`config.mk`:
```
export PLATFORM = sky130hd
export DESIGN_NAME = datapath
export DESIGN_NICKNAME = d
export VERILOG_FILES = /design/src/rtl/datapath.sv
export SDC_FILE = /design/constraint.sdc
export NUM_CORES = 1
export LEC_CHECK = 0
export ABC_CLOCK_PERIOD_IN_PS = 3000
export BUFFER_PORTS_ARGS = -buffer_cell sky130_fd_sc_hd__buf_2
export CORE_ASPECT_RATIO = 1.5
export CORE_MARGIN = 4
export CORE_UTILIZATION = 23
export CTS_CLUSTER_DIAMETER = 120
export DETAILED_ROUTE_END_ITERATION = 6
export GPL_ROUTABILITY_DRIVEN = 1
export PLACE_DENSITY = 0.48
export SYNTH_ARGS = -nofsm -noshare
export SYNTH_HDL_FRONTEND = slang
export SYNTH_SLANG_ARGS = --single-unit
```
`constraint.sdc`:
```
create_clock -name Clock -period 3 [get_ports Clock]
set_input_delay 0.15 -clock Clock [delete_from_list [all_inputs] [get_ports Clock]]
set_output_delay 0.15 -clock Clock [all_outputs]
set_load 0.02 [all_outputs]
```
`src/rtl/datapath.sv`:
```
// Bus-based 32-bit processor datapath: register file, special registers, encoder/bus mux and ALU into Z.
// Optional IR opcodes (ADD/SUB/AND/OR/NEG/SHR/SHL) are enabled by defining DATAPATH_ALU_EXT_EN.
module datapath (
  input  logic        Clock,
  input  logic        Clear,
  input  logic        R0in, R1in, R2in, R3in, R4in, R5in, R6in, R7in,
  input  logic        R8in, R9in, R10in, R11in, R12in, R13in, R14in, R15in,
  input  logic        HIin, LOin, PCin, MDRin, INPORTin, Yin, MARin, IRin, Zin,
  input  logic        AND, IncPC, Read,
  input  logic [31:0] Mdatain,
  input  logic        R0out, R1out, R2out, R3out, R4out, R5out, R6out, R7out,
  input  logic        R8out, R9out, R10out, R11out, R12out, R13out, R14out, R15out,
  input  logic        HIout, LOout, ZHIout, ZLOout, PCout, MDRout, INPORTout, Yout, Zout,
  output logic [31:0] busMuxOut,
  output logic [4:0]  encoderOut,
  output logic [31:0] BusMuxInR0, BusMuxInR1, BusMuxInR2, BusMuxInR3,
  output logic [31:0] BusMuxInR4, BusMuxInR5, BusMuxInR6, BusMuxInR7,
  output logic [31:0] BusMuxInR8, BusMuxInR9, BusMuxInR10, BusMuxInR11,
  output logic [31:0] BusMuxInR12, BusMuxInR13, BusMuxInR14, BusMuxInR15,
  output logic [31:0] BusMuxInHI, BusMuxInLO, BusMuxInZhi, BusMuxInZlo,
  output logic [31:0] BusMuxInPC, BusMuxInMDR, BusMuxInInport, BusMuxInY
);

  localparam int unsigned W      = 32;
  localparam int unsigned NREG   = 16;
  localparam int unsigned NSRC   = 24;
  localparam int unsigned CW     = 5;
  localparam logic [CW-1:0] IDLE_CODE = 5'd31;

  logic [W-1:0] r [NREG];
  logic [W-1:0] hi, lo, pc, ir, mar, mdr, y, zhi, zlo, inport;
  logic [W-1:0] src [NSRC];
  logic [NREG-1:0] r_in;
  logic [NSRC-1:0] sel;
  logic [W-1:0] alu_res;

  assign r_in = {R15in, R14in, R13in, R12in, R11in, R10in, R9in, R8in,
                 R7in, R6in, R5in, R4in, R3in, R2in, R1in, R0in};

  // Zout is an alias of ZLOout and shares its code.
  assign sel = {Yout, INPORTout, MDRout, PCout, ZLOout | Zout, ZHIout, LOout, HIout,
                R15out, R14out, R13out, R12out, R11out, R10out, R9out, R8out,
                R7out, R6out, R5out, R4out, R3out, R2out, R1out, R0out};

  always_comb begin
    for (int i = 0; i < 16; i++) src[i] = r[i];
    src[16] = hi;
    src[17] = lo;
    src[18] = zhi;
    src[19] = zlo;
    src[20] = pc;
    src[21] = mdr;
    src[22] = inport;
    src[23] = y;
  end

  // Priority encoder and bus mux: scan downward so the lowest asserted code wins.
  always_comb begin
    encoderOut = IDLE_CODE;
    busMuxOut  = '0;
    for (int i = 23; i >= 0; i--) begin
      if (sel[i]) begin
        encoderOut = CW'(i);
        busMuxOut  = src[i];
      end
    end
  end

  // ALU: strobes override the IR opcode decode.
  always_comb begin
    alu_res = busMuxOut;
    if (IncPC) begin
      alu_res = W'(busMuxOut + 32'd1);
    end else if (AND) begin
      alu_res = y & busMuxOut;
    end else begin
      case (ir[31:27])
        5'b10001: alu_res = ~busMuxOut;
`ifdef DATAPATH_ALU_EXT_EN
        5'b00011: alu_res = W'(y + busMuxOut);
        5'b00100: alu_res = W'(y - busMuxOut);
        5'b00101: alu_res = y & busMuxOut;
        5'b00110: alu_res = y | busMuxOut;
        5'b10000: alu_res = W'(32'd0 - busMuxOut);
        5'b00111: alu_res = y >> busMuxOut[4:0];
        5'b01000: alu_res = y << busMuxOut[4:0];
`endif
        default:  alu_res = busMuxOut;
      endcase
    end
  end

  // Register writes; the bus carries pre-edge values so read-during-write keeps the old value.
  always_ff @(posedge Clock) begin
    if (!Clear) begin
      for (int i = 0; i < 16; i++) r[i] <= '0;
      hi     <= '0;
      lo     <= '0;
      pc     <= '0;
      ir     <= '0;
      mar    <= '0;
      mdr    <= '0;
      y      <= '0;
      zhi    <= '0;
      zlo    <= '0;
      inport <= '0;
    end else begin
      for (int i = 0; i < 16; i++) if (r_in[i]) r[i] <= busMuxOut;
      if (HIin)     hi     <= busMuxOut;
      if (LOin)     lo     <= busMuxOut;
      if (PCin)     pc     <= busMuxOut;
      if (IRin)     ir     <= busMuxOut;
      if (MARin)    mar    <= busMuxOut;
      if (MDRin)    mdr    <= Read ? Mdatain : busMuxOut;
      if (Yin)      y      <= busMuxOut;
      if (INPORTin) inport <= busMuxOut;
      if (Zin) begin
        zlo <= alu_res;
        zhi <= '0;
      end
    end
  end

  // MAR and the IR operand field have no consumer inside this block.
  logic unused;
  assign unused = ^{mar, ir[26:0]};

  assign BusMuxInR0  = r[0];
  assign BusMuxInR1  = r[1];
  assign BusMuxInR2  = r[2];
  assign BusMuxInR3  = r[3];
  assign BusMuxInR4  = r[4];
  assign BusMuxInR5  = r[5];
  assign BusMuxInR6  = r[6];
  assign BusMuxInR7  = r[7];
  assign BusMuxInR8  = r[8];
  assign BusMuxInR9  = r[9];
  assign BusMuxInR10 = r[10];
  assign BusMuxInR11 = r[11];
  assign BusMuxInR12 = r[12];
  assign BusMuxInR13 = r[13];
  assign BusMuxInR14 = r[14];
  assign BusMuxInR15 = r[15];
  assign BusMuxInHI     = hi;
  assign BusMuxInLO     = lo;
  assign BusMuxInZhi    = zhi;
  assign BusMuxInZlo    = zlo;
  assign BusMuxInPC     = pc;
  assign BusMuxInMDR    = mdr;
  assign BusMuxInInport = inport;
  assign BusMuxInY      = y;

endmodule

```
==> metrics.csv, run 1 <==
stage;metric;value;unit
yosys;synth.top_cells.by_count;512 x edfxtp_1, 289 x and3_1, 232 x clkbuf_1, 229 x dfxtp_1, 200 x nand2_1;
layout;final_area;52930;um^2
detailed_routing;dr_total_vias;35533;
setup_path;critPathKind;register to register;
floorplan;start_util;23.21;%
run;maxCapViolations;0;
floorplan;die_h;487.6;um
yosys;synth-edff-count;512;
run_status;outcome;complete, but fails checks;
timing;fin_ws;-0.1868;ns
yosys;synth_warnings;0;
setup_path;cp_data_arrival_time;3.83;ns
setup_path;crit_fanout;13;
detailed_routing;drtPass1Iterations;6;
detailed_routing;drc;0;
setup_path;crit_required;3.64;ns
cts;h-tree-depth;3;
cts;clk_pin_slew;0.07;ns
power_and_ir_drop;power_leakage;24.50;nW
cts;clock_sinks;741;
layout;fin_nets;4811;
layout;area_growth;50.04;%
global_route;grt_pass1_wl;319300;um
cts;root_buffer;clkbuf_16;
floorplan;coreArea;152000;um^2
global_route;grt_max_degree;248;
floorplan;pin_count;892;
place;placed_cell_area;47510;um^2
worst_hold_path;hold_class;input port to register;
yosys;yosysMostFrequentCell;edfxtp_1;
timing;final.setup.tns;-1.388;ns
power_and_ir_drop;vdd_drop_max;0.0004406;V
power_and_ir_drop;p_per_area;589.8;nW/um^2
setup_path;cp-start-kind;register;
setup_path;critPathMaxStageDelay;0.49;ns
place;dp.final_hpwl;194700;um
setup_path;end_kind;register;
layout;n_fill_cell;15593;
yosys;yosysSeqAreaShare;56.58;%
place;portBuffers;858;
timing;relSlewSlack;12.62;%
detailed_routing;ant_nets;0;
cts;cts_buffers;84;
yosys;async_flop_share;0;%
yosys;yosysTopAreaCellShare;43.59;%
global_route;antenna_found_initial;26;
detailed_routing;routedWlPerCell;35.77;um
timing;fin_skew;0.04626;ns
yosys;synthFlopType;edfxtp_1;
timing;min_period;3.187;ns
detailed_routing;drtIter0Drc;4009;
timing;final-hold-violation-count;0;
setup_path;cp_common_cell;or4_4;
floorplan;die_w;327.8;um
yosys;ys_types;101;
floorplan;dieArea;159800;um^2
yosys;syn_inst;3161;
detailed_routing;drt_wl_total;244700;um
floorplan;num_rows;175;
timing;max_freq;313.8;MHz
yosys;syn_area;35280;um^2
timing;finalSetupViolCount;13;
cts;cts_max_path_buffers;3;
cts;cts_tree;done;
yosys;syn_avg_cell_area;11.16;um^2
layout;drive_gt1_share;45.18;%
timing;worst_pin_slew;1.311;ns
setup_path;critPathSlowestCell;or4b_4;
yosys;synth_seq_cells;741;
place;pre_cts_slack;-1.232;ns
yosys;yosys-top-cells-area;edfxtp_1 44%, dfxtp_1 13%, and3_1 5.1%;
timing;drv_slew;0;
run_status;violations;setup timing;
cts;clock_latency;0.73;ns
yosys;synth_area_leader_cell;edfxtp_1;
global_route;grt_overflow;0;
timing;fin_crit_sh;106.2;%
detailed_routing;routed_via_density;5.193;
setup_path;crit_chain;nor3b_2 -> o31ai_2 -> buf_4 -> o2111ai_2 -> or4_4 -> and2_4 -> o21ai_4 -> or4b_4 -> buf_12 -> buf_6 -> or4_4 -> a31oi_1;
place;place_congestion;0.9667;
power_and_ir_drop;power;31.22;mW
timing;rsz0062_at_grt;yes;
global_route;grt_pass1_vias;34337;
global_route;groute.usage.overall;29.34;%
[worst paths after layout]
| path | start | end | slack, ns | cells past startpoint |
|---|---|---|---|---|
| setup / recovery | r[0][98] | BusMuxInZlo[11] | -0.19 | 12 |
| hold / removal | Read | BusMuxInMDR[15] | 0.07 | 4 |
| setup reg to reg | r[0][98] | BusMuxInZlo[11] | -0.19 | 12 |
| hold reg to reg | ir[30] | ir[30] | 0.49 | 1 |
[where the power goes]
group / switching, mW / internal [mW] / leakage (nW)
Clock: 4.81 / 6.20 / 1.37
Sequential: 0.771 / 11.8 / 7.53
Combinational: 4.92 / 2.67 / 15.6
[registers in the layout, indices dropped and copies added, names as in the netlist]
signal          count
BusMuxInInport     32
BusMuxInY          32
BusMuxInPC         32
r                 512
BusMuxInMDR        32
ir                  5
BusMuxInLO         32
BusMuxInZlo        32
BusMuxInHI         32
[metal layers]
metal	track usage [%]	vias to the layer above	part of all wire [%]
met5	0	-	0.013
met4	9.116	6	3.5
met3	6.722	296	8.8
met2	48.12	2027	46
met1	38.38	18148	42
li1	-	15056	-
[cell usage in the layout (no fill, tap or decap), types with 19 or more instances in the layout]
master,Yosys,final
nor3_1,30,19
o22ai_1,45,44
buf_6,9,32
inv_1,37,28
mux2i_1,163,163
o21a_1,34,30
o21ai_0,149,130
buf_2,66,841
buf_4,46,826
o211a_1,65,62
edfxtp_1,512,512
o211ai_1,27,27
nand3_1,29,26
and2_1,63,59
buf_12,0,60
dfxtp_1,229,217
a221oi_1,77,53
nor2b_1,153,149
and3_1,289,289
a221o_1,28,27
nand4_1,19,19
clkbuf_16,0,89
nand2_1,200,190
nor2_1,89,79
dlygate4sd3_1,0,46
o221ai_1,59,52
a21oi_1,126,112
conb_1,1,32
a31oi_1,36,32
nand2b_1,41,23
[per-stage QoR]
step | util [%] | hold slack, ns | instances
finish | 34.83 | 0.06904 | 6842
global route | 34.82 | 0.1100 | 6834
CTS | 34.31 | 0.04052 | 6800
detailed placement | 31.27 | 0.4726 | 6548
global placement | 31.27 | 0.4701 | 6548
floorplan | - | 0.3238 | 3192
[kinds of logic (layout without fill, tap and decap cells)]
logic type      Yosys count  in the layout  share of synthesized area (%)
compound gates          817            817                          16.90
flops                   741            741                          56.58
mux                     170            170                          4.849
simple gates            999            999                          15.87
other cells               1             45                        0.01063
fa+ha+maj                 1              1                        0.03546
xor+xnor                 17             17                         0.4221
buf+inv                 415           2017                          5.331
[critical path: cells and delay by family, from the launching register on]
kind,cells,cell delay (ns)
AOI/OAI and AO/OA,4,0.68
DFF,1,0.37
and+or+nand+nor,5,1.56
buffers and inverters,3,0.52
[repair_timing]
action	in CTS	in global routing
endpoints found under the hold margin	96	0
setup endpoints to repair	92	66
gates resized for setup	218	128
pin swaps	49	57
hold buffers	46	0
setup buffers	50	33
cloned	2	1
[area by class of cell]
type,instances,area [um^2],share of cell area (%)
flip-flops and latches,741,19980,37.75
well taps,2035,2546,4.811
diodes,13,32.53,0.06146
inverters,45,180.2,0.3404
repair buffers,1815,12630,23.86
clock inverters,48,480.5,0.9078
clock buffers,109,2332,4.407
multi-input cells,2036,14750,27.87
(Power assumes the default switching activity.)
==> run 2, diff against run 1 <==
Settings changed: ABC_CLOCK_PERIOD_IN_PS 3000 to 3200, CAP_MARGIN set to 20, PLACE_DENSITY 0.48 to 0.47, SETUP_SLACK_MARGIN set to 0.2.
Clock period 3 ns to 3.2 ns, I/O delays scaled along.
==> run 2 against run 1 <==
Effect of this change: final area down 1.1%; the flow now finishes without violations; fmax hardly changed; clock skew down 0.011 ns; routed wire length is essentially flat; utilization decreased by 0.37 points; critical path type unchanged; hold slack improved by 0.00075 ns; highest routed layer unchanged; register-to-register slack better by 0.20 ns; sequential cell count unchanged; non-clock buffer count down 133; global-route usage shrank 0.087 points.
==> metrics.csv, run 2 (same netlist as run 1, synthesis figures left out) <==
stage;metric;value;unit;change
run_status;outcome;finished clean;;
floorplan;die_w;327.8;um;unchanged
setup_path;cp_data_arrival_time;3.84;ns;about the same
timing;fin_crit_sh;99.64;%;-6.6 points
worst_hold_path;hold_class;input port to register;;
timing;drv_slew;0;;unchanged
timing;fin_skew;0.03488;ns;-0.01138 ns
floorplan;die_h;487.6;um;unchanged
cts;clk_pin_slew;0.06;ns;about the same
detailed_routing;drc;0;;unchanged
power_and_ir_drop;vdd_drop_max;0.0003506;V;-20%
layout;fin_cells;6705;;-2.0%
power_and_ir_drop;combPwrFrac;23.9;%;-0.4 points
detailed_routing;ant_nets;0;;unchanged
power_and_ir_drop;seqPwrFrac;40.9;%;+0.5 points
global_route;antenna_found_initial;18;;-31%
power_and_ir_drop;p_per_area;554.9;nW/um^2;-5.9%
place;portBuffers;858;;unchanged
global_route;groute.usage.overall;29.26;%;-0.087 points
global_route;grt_max_degree;82;;-67%
timing;worst_pin_slew;1.121;ns;-0.1894 ns
setup_path;cp-start-kind;register;;
layout;drive_gt1_share;44.07;%;-1.1 points
timing;min_period;3.189;ns;+0.001798 ns
power_and_ir_drop;power_leakage;24.01;nW;-2.0%
place;placed_cell_area;46710;um^2;-1.7%
cts;h-tree-depth;3;;unchanged
timing;final-hold-violation-count;0;;unchanged
floorplan;dieArea;159800;um^2;unchanged
global_route;grt_pass1_vias;33799;;-1.6%
place;pre_cts_slack;-0.8489;ns;+0.3835 ns
detailed_routing;dr_total_vias;34962;;-1.6%
power_and_ir_drop;p_clk_share;35.2;%;about the same
floorplan;pin_count;892;;unchanged
setup_path;end_kind;register;;
place;dp.cells;6404;;-2.2%
place;place_congestion;0.9427;;-2.5%
power_and_ir_drop;swShare;33.63;%;-0.037 points
power_and_ir_drop;p_sw;9.772;mW;-7.0%
layout;top_register;r;;
timing;finalSetupViolCount;0;;-13
timing;rsz0062_at_grt;yes;;
cts;root_buffer;clkbuf_16;;
detailed_routing;routed_via_density;5.214;;+0.40%
layout;final_area;52360;um^2;-1.1%
timing;relSlewSlack;25.25;%;+13 points
setup_path;crit_fanout;6;;-7
floorplan;num_rows;175;;unchanged
power_and_ir_drop;internal_power;19.29;mW;-6.9%
timing;max_freq;313.6;MHz;about the same
timing;fin_ws;0.01137;ns;+0.1982 ns
cts;cts_max_path_buffers;3;;unchanged
layout;final_cell_mix;839 x buf_2, 670 x buf_4, 512 x edfxtp_1;;
detailed_routing;routedWlPerCell;36.48;um;+2.0%
timing;whs;0.06978;ns;+0.0007475 ns
place;dp.final_hpwl;194900;um;about the same
setup_path;crit_required;3.85;ns;+0.21 ns
global_route;grt_overflow;0;;unchanged
setup_path;critPathKind;register to register;;
detailed_routing;drtIter0Drc;3587;;-11%
layout;fin_nets;4679;;-2.7%
cts;clock_sinks;741;;unchanged
detailed_routing;drtPass1Iterations;6;;unchanged
floorplan;start_util;23.21;%;unchanged
floorplan;coreArea;152000;um^2;unchanged
run;maxCapViolations;0;;unchanged
layout;final_common_cell;buf_2;;
layout;area_growth;48.44;%;
layout;largest_register_ffs;512;;unchanged
cts;clock_latency;0.73;ns;about the same
global_route;grt_pass1_wl;318100;um;-0.38%
setup_path;reg2reg_slack;0.01;ns;+0.20 ns
cts;cts_tree;done;;
detailed_routing;drt_wl_total;244600;um;about the same
cts;cts_buffers;85;;+1.2%
## run 2: cell types whose count changed in the layout (fill, tap and decap cells not counted), sizes merged
cell,change
buf,-127
bufbuf,+1
bufinv,-2
clkbuf,+10
clkinv,-5
clkinvlp,-1
diode,-2
dlygate4sd3,-10
inv,-1
## run 2: worst paths after layout
| path | start | to | cells after the start |
|---|---|---|---|
| max reg2reg | r[0][98] | BusMuxInZlo[27] | 12 |
| max | r[0][98] | BusMuxInZlo[27] | 12 |
| min | Yin | BusMuxInY[2] | 3 |
| min reg2reg | BusMuxInInport[30] | BusMuxInInport[30] | 1 |
## run 2: critical path, stage by stage, from the launching register on
cell      delay [ns]
edfxtp_1        0.36
nor3b_2         0.06
o31ai_2         0.23
buf_4           0.22
o211ai_1        0.25
a31o_2          0.34
and2_4          0.15
o21ai_4         0.14
or4b_4          0.52
buf_12          0.17
or4_4           0.41
a31oi_1         0.18
a21o_1          0.10
## run 2: timing repair
action                     in CTS  in global routing
cloned                          4                  1
setup endpoints to repair     109                 61
pin swaps                      63                 89
hold buffers                   36                  0
hold endpoints to repair       66                  0
resized for setup             221                154
buffers inserted               55                 39
## run 2: layout make-up
| type | count | area [um^2] |
|---|---|---|
| fill | 15597 | 99600 |
| sequential | 741 | 20000 |
| multi-input combinational | 2036 | 14810 |
| timing repair buffer | 1682 | 12000 |
| tap | 2035 | 2546 |
| clock buffer | 116 | 2411 |
| clock inverter | 39 | 387.9 |
| inverter | 45 | 183.9 |
| antenna | 11 | 27.53 |
## run 2: layer usage
layer  track usage (%)  part of all wire, %
met5                 0                0.022
met3             8.131                  9.5
met4             7.040                  2.4
met2             48.84                   47
met1             37.48                   41
## run 2: power by group through the flow
stage | Combinational [mW] | Sequential, mW | Clock, mW
floorplan | 1.90 | 12.6 | 0
global placement | 6.34 | 12.0 | 0
detailed placement | 6.35 | 12.0 | 0
CTS | 6.75 | 11.8 | 10.4
global route | 7.22 | 11.9 | 10.8
finish | 6.95 | 11.9 | 10.2
## run 2: per-stage QoR
stage,utilization (%),setup TNS [ns],power [mW]
after floorplan,-,0,14.51
after global placement,30.73,-37.61,18.37
after detailed placement,30.74,-34.28,18.39
after CTS,33.79,0,28.99
after global routing,34.44,-0.2749,29.88
final,34.46,0,29.06
